<file path="config.mk">
export PLATFORM = sky130hd
export DESIGN_NAME = dmem_arbiter_flat
export DESIGN_NICKNAME = d
export VERILOG_FILES = /design/src/rtl/dmem_arbiter_if.sv /design/src/rtl/dmem_arbiter.sv /design/src/flat_wrapper.sv
export SDC_FILE = /design/constraint.sdc
export NUM_CORES = 1
export LEC_CHECK = 0
export ABC_AREA = 1
export BUFFER_PORTS_ARGS = -buffer_cell sky130_fd_sc_hd__buf_2
export CORE_AREA = 2 2 117 119
export CTS_BUF_LIST = sky130_fd_sc_hd__clkbuf_8
export DETAILED_ROUTE_END_ITERATION = 10
export DIE_AREA = 0 0 119 121
export HOLD_SLACK_MARGIN = 0.08
export PLACE_DENSITY = 0.68
export SKIP_CTS_REPAIR_TIMING = 1
export SYNTH_ARGS = -nofsm -noshare
export SYNTH_HDL_FRONTEND = slang
export SYNTH_SLANG_ARGS = --single-unit
</file>
<file path="constraint.sdc">
create_clock -name clk -period 2.7 [get_ports clk]
set_input_delay 0.135 -clock clk [delete_from_list [all_inputs] [get_ports clk]]
set_output_delay 0.135 -clock clk [all_outputs]
set_load 0.005 [all_outputs]
</file>
<file path="src/rtl/dmem_arbiter_if.sv">
// One requester's handshake bundle to the data-memory arbiter.
// The requester drives the request side; the arbiter drives grant and response.
interface dmem_arbiter_if #(
  parameter int DATA_WIDTH = 32
);
  logic                  req;
  logic                  we;
  logic                  lock;
  logic [31:0]           addr;
  logic [DATA_WIDTH-1:0] wdata;
  logic                  gnt;
  logic                  rvalid;
  logic                  err;
  logic [DATA_WIDTH-1:0] rdata;

  modport master (
    output req, we, lock, addr, wdata,
    input  gnt, rvalid, err, rdata
  );

  modport slave (
    input  req, we, lock, addr, wdata,
    output gnt, rvalid, err, rdata
  );
endinterface

</file>
<file path="src/rtl/dmem_arbiter.sv">
// Round-robin arbiter with bounded lock sequences sharing one single-port data memory
// between the load/store unit (m0) and the debug/DMA loader (m1).
module dmem_arbiter #(
  parameter int DATA_WIDTH = 32,
  parameter int MEM_DEPTH  = 32,
  parameter int LOCK_MAX   = 4
) (
  input  logic                  clk,
  input  logic                  rst,
  dmem_arbiter_if.slave         m0,
  dmem_arbiter_if.slave         m1,
  output logic                  mem_we,
  output logic [31:0]           mem_addr,
  output logic [DATA_WIDTH-1:0] mem_wdata,
  input  logic [DATA_WIDTH-1:0] mem_rdata
);

  localparam int CNT_W = $clog2(LOCK_MAX) + 1;

  typedef enum logic {ST_RR, ST_LOCKED} state_t;

  state_t           state_reg;
  logic             owner_reg;
  logic [CNT_W-1:0] cnt_reg;
  logic             last_reg;

  logic [1:0]            req_v;
  logic [1:0]            we_v;
  logic [1:0]            lock_v;
  logic [31:0]           addr_v  [2];
  logic [DATA_WIDTH-1:0] wdata_v [2];

  logic [1:0]            rvalid_reg;
  logic [1:0]            err_reg;
  logic [DATA_WIDTH-1:0] rdata_reg [2];

  logic             owner_hold;
  logic             gnt_any;
  logic             gnt_sel;
  logic [1:0]       gnt_v;
  logic [31:0]      sel_addr;
  logic             in_range;
  logic [CNT_W-1:0] cnt_inc;

  assign req_v   = {m1.req,  m0.req};
  assign we_v    = {m1.we,   m0.we};
  assign lock_v  = {m1.lock, m0.lock};
  assign addr_v[0]  = m0.addr;
  assign addr_v[1]  = m1.addr;
  assign wdata_v[0] = m0.wdata;
  assign wdata_v[1] = m1.wdata;

  // Grant depends only on requests and arbiter state, never on mem_rdata.
  always_comb begin
    owner_hold = (state_reg == ST_LOCKED) && req_v[owner_reg];
    gnt_any    = 1'b0;
    gnt_sel    = 1'b0;
    if (owner_hold) begin
      gnt_any = 1'b1;
      gnt_sel = owner_reg;
    end else if (req_v[0] && req_v[1]) begin
      gnt_any = 1'b1;
      gnt_sel = ~last_reg;
    end else if (req_v[0]) begin
      gnt_any = 1'b1;
      gnt_sel = 1'b0;
    end else if (req_v[1]) begin
      gnt_any = 1'b1;
      gnt_sel = 1'b1;
    end
    gnt_any = gnt_any & rst;
    gnt_v   = {gnt_any & gnt_sel, gnt_any & ~gnt_sel};
  end

  assign sel_addr  = addr_v[gnt_sel];
  assign in_range  = sel_addr < 32'(MEM_DEPTH);
  assign mem_we    = gnt_any & we_v[gnt_sel] & in_range;
  assign mem_addr  = gnt_any ? sel_addr : 32'd0;
  assign mem_wdata = gnt_any ? wdata_v[gnt_sel] : '0;
  assign cnt_inc   = cnt_reg + CNT_W'(1);

  always_ff @(posedge clk or negedge rst) begin
    if (!rst) begin
      state_reg <= ST_RR;
      owner_reg <= 1'b0;
      cnt_reg   <= '0;
      last_reg  <= 1'b1;
    end else if (gnt_any) begin
      last_reg <= gnt_sel;
      if (owner_hold) begin
        // Owner dropping lock or hitting the bound hands the next contention to the other port.
        if (!lock_v[owner_reg] || (cnt_inc >= CNT_W'(LOCK_MAX))) begin
          state_reg <= ST_RR;
          cnt_reg   <= '0;
        end else begin
          cnt_reg <= cnt_inc;
        end
      end else if (lock_v[gnt_sel] && (LOCK_MAX > 1)) begin
        state_reg <= ST_LOCKED;
        owner_reg <= gnt_sel;
        cnt_reg   <= CNT_W'(1);
      end else begin
        state_reg <= ST_RR;
        cnt_reg   <= '0;
      end
    end else begin
      state_reg <= ST_RR;
      cnt_reg   <= '0;
    end
  end

  always_ff @(posedge clk or negedge rst) begin
    if (!rst) begin
      rvalid_reg   <= '0;
      err_reg      <= '0;
      rdata_reg[0] <= '0;
      rdata_reg[1] <= '0;
    end else begin
      rvalid_reg <= gnt_v;
      err_reg    <= gnt_v & {2{~in_range}};
      for (int p = 0; p < 2; p++) begin
        if (gnt_v[p]) begin
          if (!in_range) begin
            rdata_reg[p] <= '0;
          end else if (!we_v[p]) begin
            rdata_reg[p] <= mem_rdata;
          end
        end
      end
    end
  end

  assign m0.gnt    = gnt_v[0];
  assign m1.gnt    = gnt_v[1];
  assign m0.rvalid = rvalid_reg[0];
  assign m1.rvalid = rvalid_reg[1];
  assign m0.err    = err_reg[0];
  assign m1.err    = err_reg[1];
  assign m0.rdata  = rdata_reg[0];
  assign m1.rdata  = rdata_reg[1];

endmodule

</file>
<file path="src/flat_wrapper.sv">
// flat-port wrapper written by rule: the top's interface ports become plain ports
module dmem_arbiter_flat 
#(
  parameter int DATA_WIDTH = 32,
  parameter int MEM_DEPTH  = 32,
  parameter int LOCK_MAX   = 4
)
  (clk, rst, mem_we, mem_addr, mem_wdata, mem_rdata, m0_req, m0_we, m0_lock, m0_addr, m0_wdata, m0_gnt, m0_rvalid, m0_err, m0_rdata, m1_req, m1_we, m1_lock, m1_addr, m1_wdata, m1_gnt, m1_rvalid, m1_err, m1_rdata);
  dmem_arbiter_if #(.DATA_WIDTH(DATA_WIDTH)) m0_i ();
  dmem_arbiter_if #(.DATA_WIDTH(DATA_WIDTH)) m1_i ();
  input  logic clk;
  input  logic rst;
  output logic mem_we;
  output logic [31:0] mem_addr;
  output logic [DATA_WIDTH-1:0] mem_wdata;
  input  logic [DATA_WIDTH-1:0] mem_rdata;
  input wire logic [$bits(m0_i.req)-1:0] m0_req;
  input wire logic [$bits(m0_i.we)-1:0] m0_we;
  input wire logic [$bits(m0_i.lock)-1:0] m0_lock;
  input wire logic [$bits(m0_i.addr)-1:0] m0_addr;
  input wire logic [$bits(m0_i.wdata)-1:0] m0_wdata;
  output wire logic [$bits(m0_i.gnt)-1:0] m0_gnt;
  output wire logic [$bits(m0_i.rvalid)-1:0] m0_rvalid;
  output wire logic [$bits(m0_i.err)-1:0] m0_err;
  output wire logic [$bits(m0_i.rdata)-1:0] m0_rdata;
  input wire logic [$bits(m1_i.req)-1:0] m1_req;
  input wire logic [$bits(m1_i.we)-1:0] m1_we;
  input wire logic [$bits(m1_i.lock)-1:0] m1_lock;
  input wire logic [$bits(m1_i.addr)-1:0] m1_addr;
  input wire logic [$bits(m1_i.wdata)-1:0] m1_wdata;
  output wire logic [$bits(m1_i.gnt)-1:0] m1_gnt;
  output wire logic [$bits(m1_i.rvalid)-1:0] m1_rvalid;
  output wire logic [$bits(m1_i.err)-1:0] m1_err;
  output wire logic [$bits(m1_i.rdata)-1:0] m1_rdata;
  assign m0_i.req = m0_req;
  assign m0_i.we = m0_we;
  assign m0_i.lock = m0_lock;
  assign m0_i.addr = m0_addr;
  assign m0_i.wdata = m0_wdata;
  assign m0_gnt = m0_i.gnt;
  assign m0_rvalid = m0_i.rvalid;
  assign m0_err = m0_i.err;
  assign m0_rdata = m0_i.rdata;
  assign m1_i.req = m1_req;
  assign m1_i.we = m1_we;
  assign m1_i.lock = m1_lock;
  assign m1_i.addr = m1_addr;
  assign m1_i.wdata = m1_wdata;
  assign m1_gnt = m1_i.gnt;
  assign m1_rvalid = m1_i.rvalid;
  assign m1_err = m1_i.err;
  assign m1_rdata = m1_i.rdata;
  dmem_arbiter #(.DATA_WIDTH(DATA_WIDTH), .MEM_DEPTH(MEM_DEPTH), .LOCK_MAX(LOCK_MAX)) u_core (.clk(clk), .rst(rst), .m0(m0_i), .m1(m1_i), .mem_we(mem_we), .mem_addr(mem_addr), .mem_wdata(mem_wdata), .mem_rdata(mem_rdata));
endmodule
</file>
---- After elaboration in Yosys (flattened, before gate mapping) ----
Cells that the tools add are included.
operators by class
  $add $sub $neg .......................... 1
  magnitude comparators ................... 5
  equal/unequal tests ..................... 3
  mux-type cells .......................... 35
  bitwise operators ....................... 11
  reductions and logical operators ........ 7
operator list
  kind                                                                            number
  32-bit two-way mux                                                              12
  32-bit by 6-bit less-than comparator with 1-bit output (second input constant)  1
  1-bit two-way mux                                                               20
  3-bit two-way mux                                                               3
  1-bit bitwise AND                                                               5
  1-bit by 2-bit less-than comparator with 1-bit output (second input constant)   2
  2-bit inequality test (second input constant)                                   2
  1-bit NOT                                                                       4
  2-bit AND reduction                                                             2
  3-bit by 1-bit adder with 3-bit output (second input constant)                  1
  3-bit greater-or-equal comparator (second input constant)                       1
  3-bit inequality test (second input constant)                                   1
  3-bit AND reduction                                                             1
  2-bit bitwise AND                                                               1
  2-bit greater-or-equal comparator (second input constant)                       1
  1-bit logical AND                                                               2
  1-bit NOT with 2-bit output                                                     1
  1-bit zero test                                                                 1
  1-bit logical OR                                                                1
storage, ports and cells
  register bits after elaboration ......... 74
  input bits .............................. 168
  output and inout bits ................... 135
  logic and storage cells ................. 70

---- Longest topological paths before layout ----
  depth in word-level cells ............... 11
  mapped depth ............................ 17
  depth with buffers taken out ............ 15

---- Least setup slack after synthesis ----
No wires, ideal clock.
  kind .................................... register to register
  from .................................... register u_core.owner_reg
  to ...................................... register u_core.rdata_reg, in the netlist u_core.m0.rdata[12]
  setup time .............................. 118 ps
  arrival ................................. 1869 ps
  required time ........................... 2582 ps
  slack ................................... 713 ps
  stages on the path, launching flop included .. 14
  buffers on the path ..................... 2
  clock period less this slack ............ 1987 ps
  cells stage by stage .................... dfrtp_1 -> inv_2 -> nand2_1 -> nand3_4 -> nand2_4 -> nand2_4 -> buf_6 -> nor2_4 -> inv_1 -> nor2_1 -> inv_1 -> clkbuf_1 -> nand3_1 -> nand2_1
between the ends
  cells in the longest elaborated chain, start to end .. 11
  elaborated cells between the ends (all ways) .. 16
  those cells by class .................... 1 x order compare; 1 x eq/ne; 8 x mux; 4 x bitwise; 2 x reduce/logical
RTL lines
  item                                                    RTL line             RTL
  start, declared                                         dmem_arbiter.sv:23   logic owner_reg;
  start signal, assigned                                  dmem_arbiter.sv:100  owner_reg <= gnt_sel;
  1-bit two-way mux (implied by the code) (2 in series)   dmem_arbiter.sv:55   owner_hold = (state_reg == ST_LOCKED) && req_v[owner_reg];
  1-bit logical AND                                       dmem_arbiter.sv:55
  1-bit two-way mux                                       dmem_arbiter.sv:58   if (owner_hold) begin
  1-bit NOT with 2-bit output (implied by the code)       dmem_arbiter.sv:75   assign sel_addr = addr_v[gnt_sel];
  32-bit two-way mux (implied by the code) (3 in series)  dmem_arbiter.sv:75
  32-bit by 6-bit less-than comparator with 1-bit output  dmem_arbiter.sv:76   assign in_range = sel_addr < 32'(MEM_DEPTH);
  2-bit inequality test (no line)                         n/a
  2-bit AND reduction (no line)                           n/a
  end signal, assigned by index                           dmem_arbiter.sv:126  rdata_reg[p] <= mem_rdata;
  end, declared                                           dmem_arbiter.sv:35   logic [DATA_WIDTH-1:0] rdata_reg [2];
Parallel ways exist; a longest one is shown, timed or not. The select of a mux whose other input is x is not followed.
A chain may end at the register's enable or synchronous reset.

---- Worst setup path in the final report ----
  from .................................... register u_core.owner_reg
  to ...................................... output mem_we
between the ends
  cells in the longest elaborated chain, start to end .. 10
  elaborated cells between the ends (all ways) .. 15
  those cells by class .................... 1 x order compare; 9 x mux; 4 x bitwise; 1 x reduce/logical
RTL lines
  item                                                    RTL line            RTL
  1-bit two-way mux (implied by the code) (2 in series)   dmem_arbiter.sv:55
  1-bit logical AND                                       dmem_arbiter.sv:55
  1-bit two-way mux                                       dmem_arbiter.sv:58
  1-bit NOT with 2-bit output (implied by the code)       dmem_arbiter.sv:75
  32-bit two-way mux (implied by the code) (3 in series)  dmem_arbiter.sv:75
  32-bit by 6-bit less-than comparator with 1-bit output  dmem_arbiter.sv:76
  1-bit bitwise AND *                                     dmem_arbiter.sv:77  assign mem_we = gnt_any & we_v[gnt_sel] & in_range;
  end, declared                                           flat_wrapper.sv:13  output logic mem_we;
Every way passes the cells marked *; elsewhere a longest branch is shown, timed or not. The select of a mux whose other input is x is not followed.

==> flow_summary.ini <==
[clock_network]
numCtsBuffers = 9
cts_tree = yes
root_buffer = clkbuf_8
clk_pin_slew_ps = 80
cts.path.max_buffers = 2
cts.sinks = 74
cts_max_level = 3
clock_latency_ps = 350

[die]
core_area_mm2 = 0.0131
num_io_pins = 303
core.rowCount = 42
initial_utilization = 0.345
fp.dieH_um = 121
die-area_mm2 = 0.0144
die_x_um = 119

[grt]
grt_pass1_vias = 4922
grt_max_degree = 75
grt_pass1_wl_mm = 25.8
antenna_found_initial = 1
grtUsageTotal = 0.227
gr-total-overflow = 0

[sta]
setup_tns_ps = 0
timing.final.hold_violations = 0
setup_viol = 0
period_minus_slack_ps = 2530
skew_ps = 6.57
timing.final.max_slew_violations = 0
clock.fmax_mhz = 396
finalCritPeriodShare = 0.936
worstMarginPinSlew_ps = 948
relSlewSlack = 0.368

[routing]
num_vias = 5569
ant_nets = 0
drt_iter0_drc = 494
wire_per_inst_um = 15.4
dr.pass1.iters = 5
via_per_inst = 4.91
post-route-drc-count = 0
wirelength_mm = 17.5

[cells_and_area]
mostFrequentLayoutCell = buf_2
layout_common_cells = 301 x buf_2, 203 x nand2_1, 97 x nand3_1
area_growth_pct = 52.8
layout-drive-gt1-share = 0.380
layout.cells.non_filler = 1134
fin_nets = 1121
fillers = 1277
multiInputGateArea_mm2 = 0.00226
seq_area_mm2 = 0.00185
finish.instance_area_mm2 = 0.00689

[power]
ir_worst_vdd_v = 0.000234
combPwrFrac = 0.299
p_leak_nw = 4.27
p_sw_uw = 987
p_seq_frac = 0.365
p_sw_frac = 0.315
power_mw = 3.14
powerDensity_mw_per_mm2 = 455
power_frac_clock = 0.336
intPower_mw = 2.15

[synth]
async_flop_share = 1.00
ys_seq_area_frac = 0.411
ys_ff_latch = 74
synthCells = 629
yosys_most_used_dff = dfrtp_1
synth_edf_count = 0
ys_types = 29
syn-cell-area_mm2 = 0.00451
syn_area_per_cell_um2 = 7.17
syn_nets = 798
synth_top_area_share = 0.405
synth_largest_area_cell = dfrtp_1
ys_warn_count = 0
synth.area.top_cells = dfrtp_1 40%, nand2_1 17%, nand3_1 11%

[run_status]
status = finished, final reports clean

[hold_path]
hold_path_class = primary input to async pin

[worst_setup_path]
worstSetupPathType = flop to output pin
required_ps = 2570
critPathMaxFanout = 17
startpoint_type = flop
crit_arrival_ps = 2390
end_kind = output pin

[placed_design]
portBuffers = 302
dpl_cell_area_mm2 = 0.00621
dp_hpwl_mm = 12.7
dp_cells = 1080
gp_congestion = 0.998

[job]
drv_cap = 0
-- logic make-up (layout without fill, tap and decap cells) --
family	Yosys count	count (layout)	share of synthesized area
other	1	2	0.000831
xor gates and xnor gates	1	1	0.00194
buffers and inverters	105	433	0.103
and+or+nand+nor	401	401	0.398
AOI/OAI and AO/OA	46	46	0.0835
DFF	74	74	0.411
adders and majority gates	1	1	0.00277
-- routing by layer --
metal  wire length (µm)  global-route usage
met2               8370               0.373
met3               1360              0.0456
met5                  0                   0
met4                376              0.0714
met1               7360               0.301
-- final timing paths --
kind	endpoint	slack [ps]	start	cells after the start
min in group clk	u_core.cnt_reg[1]$_DFF_PN0_	220	m0_lock	5
max in group asynchronous	u_core.owner_reg$_DFFE_PN0P_	1940	rst	2
worst max register to register	u_core.m1.rdata[7]$_DFFE_PN0P_	330	u_core.owner_reg$_DFFE_PN0P_	12
worst min-delay path	u_core.m1.rdata[26]$_DFFE_PN0P_	80	rst	2
worst max-delay path	mem_we	170	u_core.owner_reg$_DFFE_PN0P_	12
worst min register to register	u_core.m1.rdata[25]$_DFFE_PN0P_	480	u_core.m1.rdata[25]$_DFFE_PN0P_	2
-- critical path, stage by stage, from the launching register on --
cell,delay (ps)
dfrtp_2,440
buf_4,150
nand3_2,130
buf_4,240
nand3b_1,170
nand2_1,150
nand2_1,60
nor2_1,110
nand3_1,130
nor2_4,160
nand3_1,70
o21ai_1,90
buf_2,140
-- Yosys cell counts, types with 3 or more instances --
cell / instances
buf_2: 10
o21ai_0: 5
buf_6: 3
clkbuf_1: 18
nor2_1: 52
nand3_1: 98
buf_4: 9
nand2_4: 3
nand4_1: 33
inv_1: 59
dfrtp_1: 73
nand2_1: 203
a22o_1: 37
nand2_2: 4
nand3b_1: 3
buf_1: 4
-- metrics by stage --
step | hold slack (ps) | util | worst slack [ps]
final | 79.5 | 0.527 | 174
after global routing | 139 | 0.527 | -24.8
after CTS | 8.60 | 0.493 | -135
after detailed placement | 386 | 0.474 | 253
after global placement | 384 | 0.474 | 299
after floorplan | -161 | - | 713
-- power groups by stage --
stage	Sequential, mW	Combinational [mW]	Clock, mW
floorplan	1.16	0.458	0
global placement	1.16	0.850	0
detailed placement	1.17	0.852	0
CTS	1.14	0.854	1.08
global route	1.15	1.03	1.12
finish	1.14	0.938	1.05
-- cell type report --
cell class / count / share of cell area
clock buffer: 9 / 0.0180
antenna: 1 / 0.000363
sequential: 74 / 0.269
multi-input combinational: 450 / 0.329
inverter: 61 / 0.0332
clock inverter: 7 / 0.0183
timing repair buffer: 356 / 0.300
tap: 176 / 0.0320
Note: power is estimated with default switching activity, not from simulation.
